--- config.mk ---
export PLATFORM = sky130hd
export DESIGN_NAME = ps2_scan_decoder
export DESIGN_NICKNAME = d
export VERILOG_FILES = /design/src/rtl/ps2_scan_decoder.sv
export SDC_FILE = /design/constraint.sdc
export NUM_CORES = 1
export LEC_CHECK = 0
export ABC_AREA = 0
export ABC_CLOCK_PERIOD_IN_PS = 2800
export CAP_MARGIN = 20
export CORE_UTILIZATION = 57
export CTS_CLUSTER_SIZE = 8
export DETAILED_ROUTE_END_ITERATION = 8
export HOLD_SLACK_MARGIN = 0.08
export PLACE_DENSITY = 0.79
export SYNTH_ARGS = -nofsm -noshare
export SYNTH_HDL_FRONTEND = slang
export SYNTH_SLANG_ARGS = --single-unit
--- constraint.sdc ---
create_clock -name clk_100MHz -period 2.8 [get_ports clk_100MHz]
set_input_delay 0.56 -clock clk_100MHz [delete_from_list [all_inputs] [get_ports clk_100MHz]]
set_output_delay 0.56 -clock clk_100MHz [all_outputs]
set_load 0.005 [all_outputs]
--- src/rtl/ps2_scan_decoder.sv ---
`default_nettype none
// ============================================================================
// Module   : ps2_scan_decoder
// Brief    : PS/2 set-2 receiver with make/break/E0 decode for the note display.
//            Optional macro PS2_RELEASE_CLEAR_EN: a matching release blanks scan.
// Revision : 1.0  initial release
// ============================================================================
module ps2_scan_decoder #(
  parameter int FILTER_LEN     = 8,
  parameter int TIMEOUT_CYCLES = 200000
) (
  input  logic       clk_100MHz,
  input  logic       reset,
  input  logic       ps2_clk,
  input  logic       ps2_data,
  output logic [7:0] scan,
  output logic       scan_ext,
  output logic       scan_valid,
  output logic [7:0] rx_byte,
  output logic       rx_strobe,
  output logic       frame_err
);

  localparam int                c_FC_W    = $clog2(FILTER_LEN + 1);
  localparam int                c_WD_W    = $clog2(TIMEOUT_CYCLES + 1);
  localparam logic [c_FC_W-1:0] c_FC_LAST = c_FC_W'(FILTER_LEN - 1);
  localparam logic [c_WD_W-1:0] c_WD_LAST = c_WD_W'(TIMEOUT_CYCLES - 1);

  typedef enum logic [1:0] {
    S_IDLE   = 2'd0,
    S_DATA   = 2'd1,
    S_PARITY = 2'd2,
    S_STOP   = 2'd3
  } state_t;

  state_t            r_state, w_state_nxt;
  logic [1:0]        r_clk_sync, r_dat_sync;
  logic              w_clk_s, w_dat_s;
  logic              r_filt, r_fall;
  logic [c_FC_W-1:0] r_fcnt;
  logic [c_WD_W-1:0] r_wd;
  logic [2:0]        r_bit_cnt;
  logic [7:0]        r_shift, r_rx_byte, r_scan;
  logic              r_parity, r_rx_strobe, r_frame_err;
  logic              r_scan_ext, r_scan_valid, r_ext_pend, r_brk_pend;
  logic              w_shift_en, w_par_en, w_good, w_err, w_timeout;

  always_ff @(posedge clk_100MHz or posedge reset) begin
    if (reset) begin
      r_clk_sync <= '0;
      r_dat_sync <= '0;
    end else begin
      r_clk_sync <= {r_clk_sync[0], ps2_clk};
      r_dat_sync <= {r_dat_sync[0], ps2_data};
    end
  end

  assign w_clk_s = r_clk_sync[1];
  assign w_dat_s = r_dat_sync[1];

  // Level flips only once the synced clock disagrees for FILTER_LEN samples in a row
  always_ff @(posedge clk_100MHz or posedge reset) begin
    if (reset) begin
      r_filt <= 1'b1;
      r_fcnt <= '0;
      r_fall <= 1'b0;
    end else begin
      r_fall <= 1'b0;
      if (w_clk_s == r_filt) begin
        r_fcnt <= '0;
      end else if (r_fcnt == c_FC_LAST) begin
        r_filt <= w_clk_s;
        r_fcnt <= '0;
        r_fall <= r_filt;
      end else begin
        r_fcnt <= r_fcnt + c_FC_W'(1);
      end
    end
  end

  assign w_timeout = (r_state != S_IDLE) && (r_wd == c_WD_LAST);

  always_ff @(posedge clk_100MHz or posedge reset) begin
    if (reset) r_state <= S_IDLE;
    else       r_state <= w_state_nxt;
  end

  always_comb begin
    w_state_nxt = r_state;
    w_shift_en  = 1'b0;
    w_par_en    = 1'b0;
    w_good      = 1'b0;
    w_err       = 1'b0;
    case (r_state)
      S_IDLE: if (r_fall) begin
        if (!w_dat_s) w_state_nxt = S_DATA;
        else          w_err       = 1'b1;
      end
      S_DATA: if (r_fall) begin
        w_shift_en = 1'b1;
        if (r_bit_cnt == 3'd7) w_state_nxt = S_PARITY;
      end
      S_PARITY: if (r_fall) begin
        w_par_en    = 1'b1;
        w_state_nxt = S_STOP;
      end
      S_STOP: if (r_fall) begin
        w_state_nxt = S_IDLE;
        if (w_dat_s && (^{r_shift, r_parity})) w_good = 1'b1;
        else                                   w_err  = 1'b1;
      end
      default: w_state_nxt = S_IDLE;
    endcase
    // A fall in the expiry cycle wins; the timeout only fires without one
    if (!r_fall && w_timeout) begin
      w_err       = 1'b1;
      w_state_nxt = S_IDLE;
    end
  end

  always_ff @(posedge clk_100MHz or posedge reset) begin
    if (reset) begin
      r_wd        <= '0;
      r_bit_cnt   <= '0;
      r_shift     <= '0;
      r_parity    <= 1'b0;
      r_rx_byte   <= '0;
      r_rx_strobe <= 1'b0;
      r_frame_err <= 1'b0;
    end else begin
      if (r_state == S_IDLE || r_fall) r_wd <= '0;
      else if (r_wd != c_WD_LAST)      r_wd <= r_wd + c_WD_W'(1);
      if (r_state == S_IDLE) r_bit_cnt <= '0;
      else if (w_shift_en)   r_bit_cnt <= r_bit_cnt + 3'd1;
      if (w_shift_en) r_shift  <= {w_dat_s, r_shift[7:1]};
      if (w_par_en)   r_parity <= w_dat_s;
      if (w_good)     r_rx_byte <= r_shift;
      r_rx_strobe <= w_good;
      r_frame_err <= w_err;
    end
  end

  // Decode consumes the byte in the same cycle it is latched into rx_byte
  always_ff @(posedge clk_100MHz or posedge reset) begin
    if (reset) begin
      r_scan       <= '0;
      r_scan_ext   <= 1'b0;
      r_scan_valid <= 1'b0;
      r_ext_pend   <= 1'b0;
      r_brk_pend   <= 1'b0;
    end else begin
      r_scan_valid <= 1'b0;
      if (w_good) begin
        if (r_shift == 8'hE0) begin
          r_ext_pend <= 1'b1;
        end else if (r_shift == 8'hF0) begin
          r_brk_pend <= 1'b1;
        end else if (r_brk_pend) begin
          r_brk_pend <= 1'b0;
          r_ext_pend <= 1'b0;
`ifdef PS2_RELEASE_CLEAR_EN
          if (r_shift == r_scan && r_ext_pend == r_scan_ext) begin
            r_scan       <= 8'h00;
            r_scan_ext   <= 1'b0;
            r_scan_valid <= 1'b1;
          end
`endif
        end else begin
          r_scan       <= r_shift;
          r_scan_ext   <= r_ext_pend;
          r_ext_pend   <= 1'b0;
          r_scan_valid <= 1'b1;
        end
      end
    end
  end

  assign scan       = r_scan;
  assign scan_ext   = r_scan_ext;
  assign scan_valid = r_scan_valid;
  assign rx_byte    = r_rx_byte;
  assign rx_strobe  = r_rx_strobe;
  assign frame_err  = r_frame_err;

endmodule
`default_nettype wire

-- After elaboration in Yosys (flattened, before gate mapping)
Index checks and enable logic that the tools add are counted.
- equality and inequality tests: 17
- add/sub/neg operators: 3
- reductions and logical operators: 15
- mux-type cells: 35
- bitwise logic cells: 4
- operator list (operator ; count):
    2-to-1 mux 18 bit ; 2
    2-to-1 mux 1 bit ; 20
    adder 18 x 1 -> 18 bit (second input constant) ; 1
    == test 18 bit (second input constant) ; 1
    != test 18 bit (second input constant) ; 1
    != test 3 bit (second input constant) ; 6
    == test 8 bit (second input constant) ; 2
    2-to-1 mux 2 bit ; 7
    XOR reduction 9 bit ; 1
    2-to-1 mux 4 bit ; 2
    case mux 2 bit (4 select lines) ; 1
    2-to-1 mux 3 bit ; 2
    AND reduction 2 bit ; 3
    AND reduction 6 bit ; 1
    nonzero test 2 bit ; 3
    adder 4 x 1 -> 4 bit (second input constant) ; 1
    == test 2 bit (second input constant) ; 2
    == test 4 x 3 -> 1 bit (second input constant) ; 1
    inverter 1 bit ; 4
    AND reduction 4 bit ; 1
    adder 3 x 1 -> 3 bit (second input constant) ; 1
    == test 3 bit (second input constant) ; 1
    logical AND 1 bit ; 3
    == test 2 x 1 -> 1 bit (second input constant) ; 1
    6 further kinds ; 6
- word-level logic and storage cells: 92
- output and inout port bits: 20
- flip-flop bits (word level): 64
- input port bits: 4

-- Longest topological paths before layout
- word-level depth: 6
- depth in mapped cells: 6
- mapped depth without buffers: 6

-- Worst setup path after synthesis
No wires, ideal clock.
- kind: flip-flop to flip-flop
- from: register r_shift[2]
- to: register r_rx_byte[0], in the netlist rx_byte[0]
- arrival time: 2008 ps
- clock period less this slack: 2133 ps
- library setup time: 125 ps
- path slack: 667 ps
- path buffers: 1
- required time: 2675 ps
- stages on the path, launching flop included: 7
- path through: dfrtp_1 > xnor3_1 > xnor3_4 > xnor2_1 > or2_1 > buf_6 > mux2_4
- longest elaborated chain between the ends: 5
- RTL lines (what ; line ; source):
    from (decl) ; 43 ; logic [7:0] r_shift, r_rx_byte, r_scan;
    from (signal assigned) ; 135 ; if (w_shift_en) r_shift <= {w_dat_s, r_shift[7:1]};
    XOR reduction 9 bit ; 109 ; if (w_dat_s && (^{r_shift, r_parity})) w_good = 1'b1;
    logical AND 1 bit ; 109 ;
    2-to-1 mux 1 bit ; 109 ;
    2-to-1 mux 1 bit ; 107 ; S_STOP: if (r_fall) begin
    2-to-1 mux 1 bit ; 94 ; case (r_state)
    to (signal assigned) ; 137 ; if (w_good) r_rx_byte <= r_shift;
    to (decl) ; 43 ;
Every way passes these cells.
A chain may end at the register's enable or synchronous reset.

-- Worst setup path in the final report
- from: register r_shift[2]
- to: register r_rx_byte[7], in the netlist rx_byte[7]
The elaborated chain is that of the path after synthesis.

==> flow_summary.json <==
{
  "status": "completed",
  "required_ps": 3030,
  "avgRoutedWirePerCell_um": 14.0,
  "peakVddDrop_uv": 401,
  "antenna_found_initial": 0,
  "min_period_ps": 2480,
  "finalWirelength_mm": 5.08,
  "ctsResizeCount": 0,
  "drive_above_1_share_pct": 16.8,
  "powerDensity_mw_per_mm2": 637,
  "cts-buffers-inserted": 9,
  "rsz0062_at_grt": "false",
  "worst_slew_pin_slew_ps": 554,
  "vias": 2029,
  "cts.sinks": 64,
  "route.detailed.drc": 0,
  "endpoint_kind": "flop",
  "ys_types": 44,
  "syn_nets": 272,
  "ys_top_cells_by_area": "dfrtp_1 (53%), mux2_2 (6.0%), xor2_1 (3.8%), nor2_1 (3.8%), mux2_4 (3.5%)",
  "hold_buffers": 0,
  "final_area_mm2": 0.00349,
  "yosysTopAreaCellShare_pct": 52.6,
  "max_freq_mhz": 403,
  "fin_skew_ps": 5.30,
  "p_sw_share_pct": 29.4,
  "ys_seq_area_share_pct": 53.5,
  "htreeDepth": 3,
  "grt_pass1_vias": 1882,
  "async_flop_share_pct": 100,
  "sequentialPowerShare_pct": 48.1,
  "cp.depth": 5,
  "crit_path_top_delay_cell": "or2_1",
  "grt_pass1_wl_mm": 8.48,
  "dr.first_iter.drc_count": 90,
  "grt.total_usage_pct": 21.0,
  "slew_violations": 0,
  "dpl.hpwl_mm": 3.42,
  "cp_slowest_stage_delay_ps": 460,
  "nets": 299,
  "crit_type": "reg -> reg",
  "pwr-share-clk_pct": 35.2,
  "min_path_cells": 0,
  "reg2regPathDepth": 5,
  "fin_setup_tns_ps": 0,
  "worstPathArrival_ps": 2710,
  "path_clk_slew_ps": 70,
  "cts_tree": "built",
  "internal_power_uw": 1570,
  "yosys_register_bits": 64,
  "grt_max_degree": 40,
  "clockRootBuffer": "clkbuf_8",
  "maxCapViolCount": 0,
  "synth_edf_count": 0,
  "pwr-share-comb_pct": 16.7,
  "fp.dieH_um": 74.5,
  "post-cts-setup-buffers": 0,
  "clock_latency_ps": 340,
  "critPathBufInv": 0,
  "coreArea_mm2": 0.00507,
  "yosysWarningCount": 0,
  "finalWeightedCongestion": 0.852,
  "num_antenna_cells": 0,
  "postSynth.topFlopCell": "dfrtp_1",
  "io_buffers": 23,
  "avgSynthCellArea_um2": 11.5,
  "yosysMostFrequentCell": "dfrtp_1",
  "grt-ovfl-total": 0,
  "start_util_pct": 59.0,
  "power.leakage_uw": 0.00162,
  "synth_common_cells": "dfrtp_1 (63), nor2_1 (30), mux2_2 (16), nand2_1 (13), xor2_1 (13)",
  "crit_fanout": 10,
  "ant_nets": 0,
  "cpLargestDelayFamily": "XOR/XNOR gates",
  "finalHoldViolCount": 0,
  "fillers": 405,
  "setup-violations-final": 0,
  "cp-start-kind": "flop",
  "drt-pass1-iter-count": 5,
  "viasPerCell": 5.60,
  "period_share_pct": 88.6,
  "p_switching_uw": 655,
  "hold_class": "reg -> reg",
  "ios": 24,
  "worstPathCellList": "xnor3_1 -> xnor3_4 -> xnor2_1 -> or2_1 -> mux2_4",
  "rows": 26,
  "clock_path_buffers": 2,
  "yosysTopAreaCell": "dfrtp_1",
  "placed_area_mm2": 0.00330,
  "synth_area_mm2": 0.00300,
  "die_w_um": 74.5,
  "die-area_mm2": 0.00555,
  "relSlewSlack_pct": 63.0,
  "area_growth_pct": 16.7,
  "synthCells": 260
}
-- state kept, by name (all words and copies together), names as in the netlist --
| name | cells |
|---|---|
| scan | 8 |
| r_filt | 1 |
| r_shift | 8 |
| frame_err | 1 |
| rx_byte | 8 |
| r_ext_pend | 1 |
| r_fall | 1 |
| r_brk_pend | 1 |
| r_bit_cnt | 3 |
| scan_valid | 1 |
| r_wd | 18 |
| r_dat_sync | 2 |
| r_parity | 1 |
| r_state | 2 |
| r_clk_sync | 2 |
| r_fcnt | 4 |
| scan_ext | 1 |
| rx_strobe | 1 |
-- worst paths after layout --
path | from | endpoint | slack, ps
max | r_shift[2] | rx_byte[7] | 320
min | r_clk_sync[0] | r_clk_sync[1] | 360
max reg2reg | r_shift[2] | rx_byte[7] | 320
min reg2reg | r_clk_sync[0] | r_clk_sync[1] | 360
max in group asynchronous | reset | r_filt | 1550
min in group asynchronous | reset | r_shift[2] | 600
-- cell usage in the layout, fill, tap and decap left out, types with 5 or more instances in the layout --
cell and n:
xor2_1 13, nand2_1 13, inv_1 8, nor2_1 30, mux2_4 7, clkdlybuf4s50_1 23
o21ai_0 12, dfrtp_1 63, a21oi_1 8, xnor2_1 8, mux2_2 16, ha_1 8
nand3_1 11, clkbuf_8 9, nor3_1 5
-- worst reg2reg max path: stages, from the launching register on --
cell and delay [ps]:
dfrtp_1 420, xnor3_1 420, xnor3_4 420, xnor2_1 290, or2_1 460, mux2_4 350
-- power groups by stage --
stage	Combinational (uW)	Clock (uW)	Sequential (uW)
floorplan	304	0	1070
global placement	366	0	1080
detailed placement	372	0	1080
CTS	375	799	1070
global route	422	840	1080
finish	371	784	1070
-- metrics by stage --
stage / worst slack, ps / cells / total power [uW] / util [%] / hold slack (ps)
after global routing: 201 / 362 / 2350 / 68.9 / 363
final: 320 / 362 / 2230 / 68.9 / 356
after CTS: 312 / 362 / 2240 / 68.9 / 360
after detailed placement: 332 / 346 / 1460 / 65.0 / 343
after floorplan: 644 / 260 / 1370 / - / 331
after global placement: 437 / 346 / 1450 / 65.0 / 333
-- logic make-up after synthesis --
group / after synthesis / synth area share, %
AO/OA/AOI/OAI: 35 / 7.56
XOR/XNOR: 23 / 7.77
adder cells (fa/ha/maj): 8 / 3.34
buffers and inverters: 18 / 2.51
flip-flops: 64 / 53.5
multiplexers: 25 / 10.6
AND/OR/NAND/NOR: 87 / 14.7
-- metal layers --
metal / vias up / track usage (%) / part of all wire (%)
met4: 0 / 9.01 / 1.0
met3: 7 / 8.54 / 5.0
met5: - / 0 / 0
met1: 1002 / 26.2 / 46
li1: 962 / - / -
met2: 58 / 32.4 / 48
-- final cells by class --
cell class	count	area (um^2)	share of cell area, %
Sequential cell	64	1600	45.9
Multi-Input combinational cell	178	1320	37.7
Timing Repair Buffer	25	258	7.38
Clock buffer	9	124	3.54
Tap cell	70	87.6	2.51
Clock inverter	7	71.3	2.04
Inverter	9	33.8	0.967
Note: power is estimated with default switching activity, not from simulation.
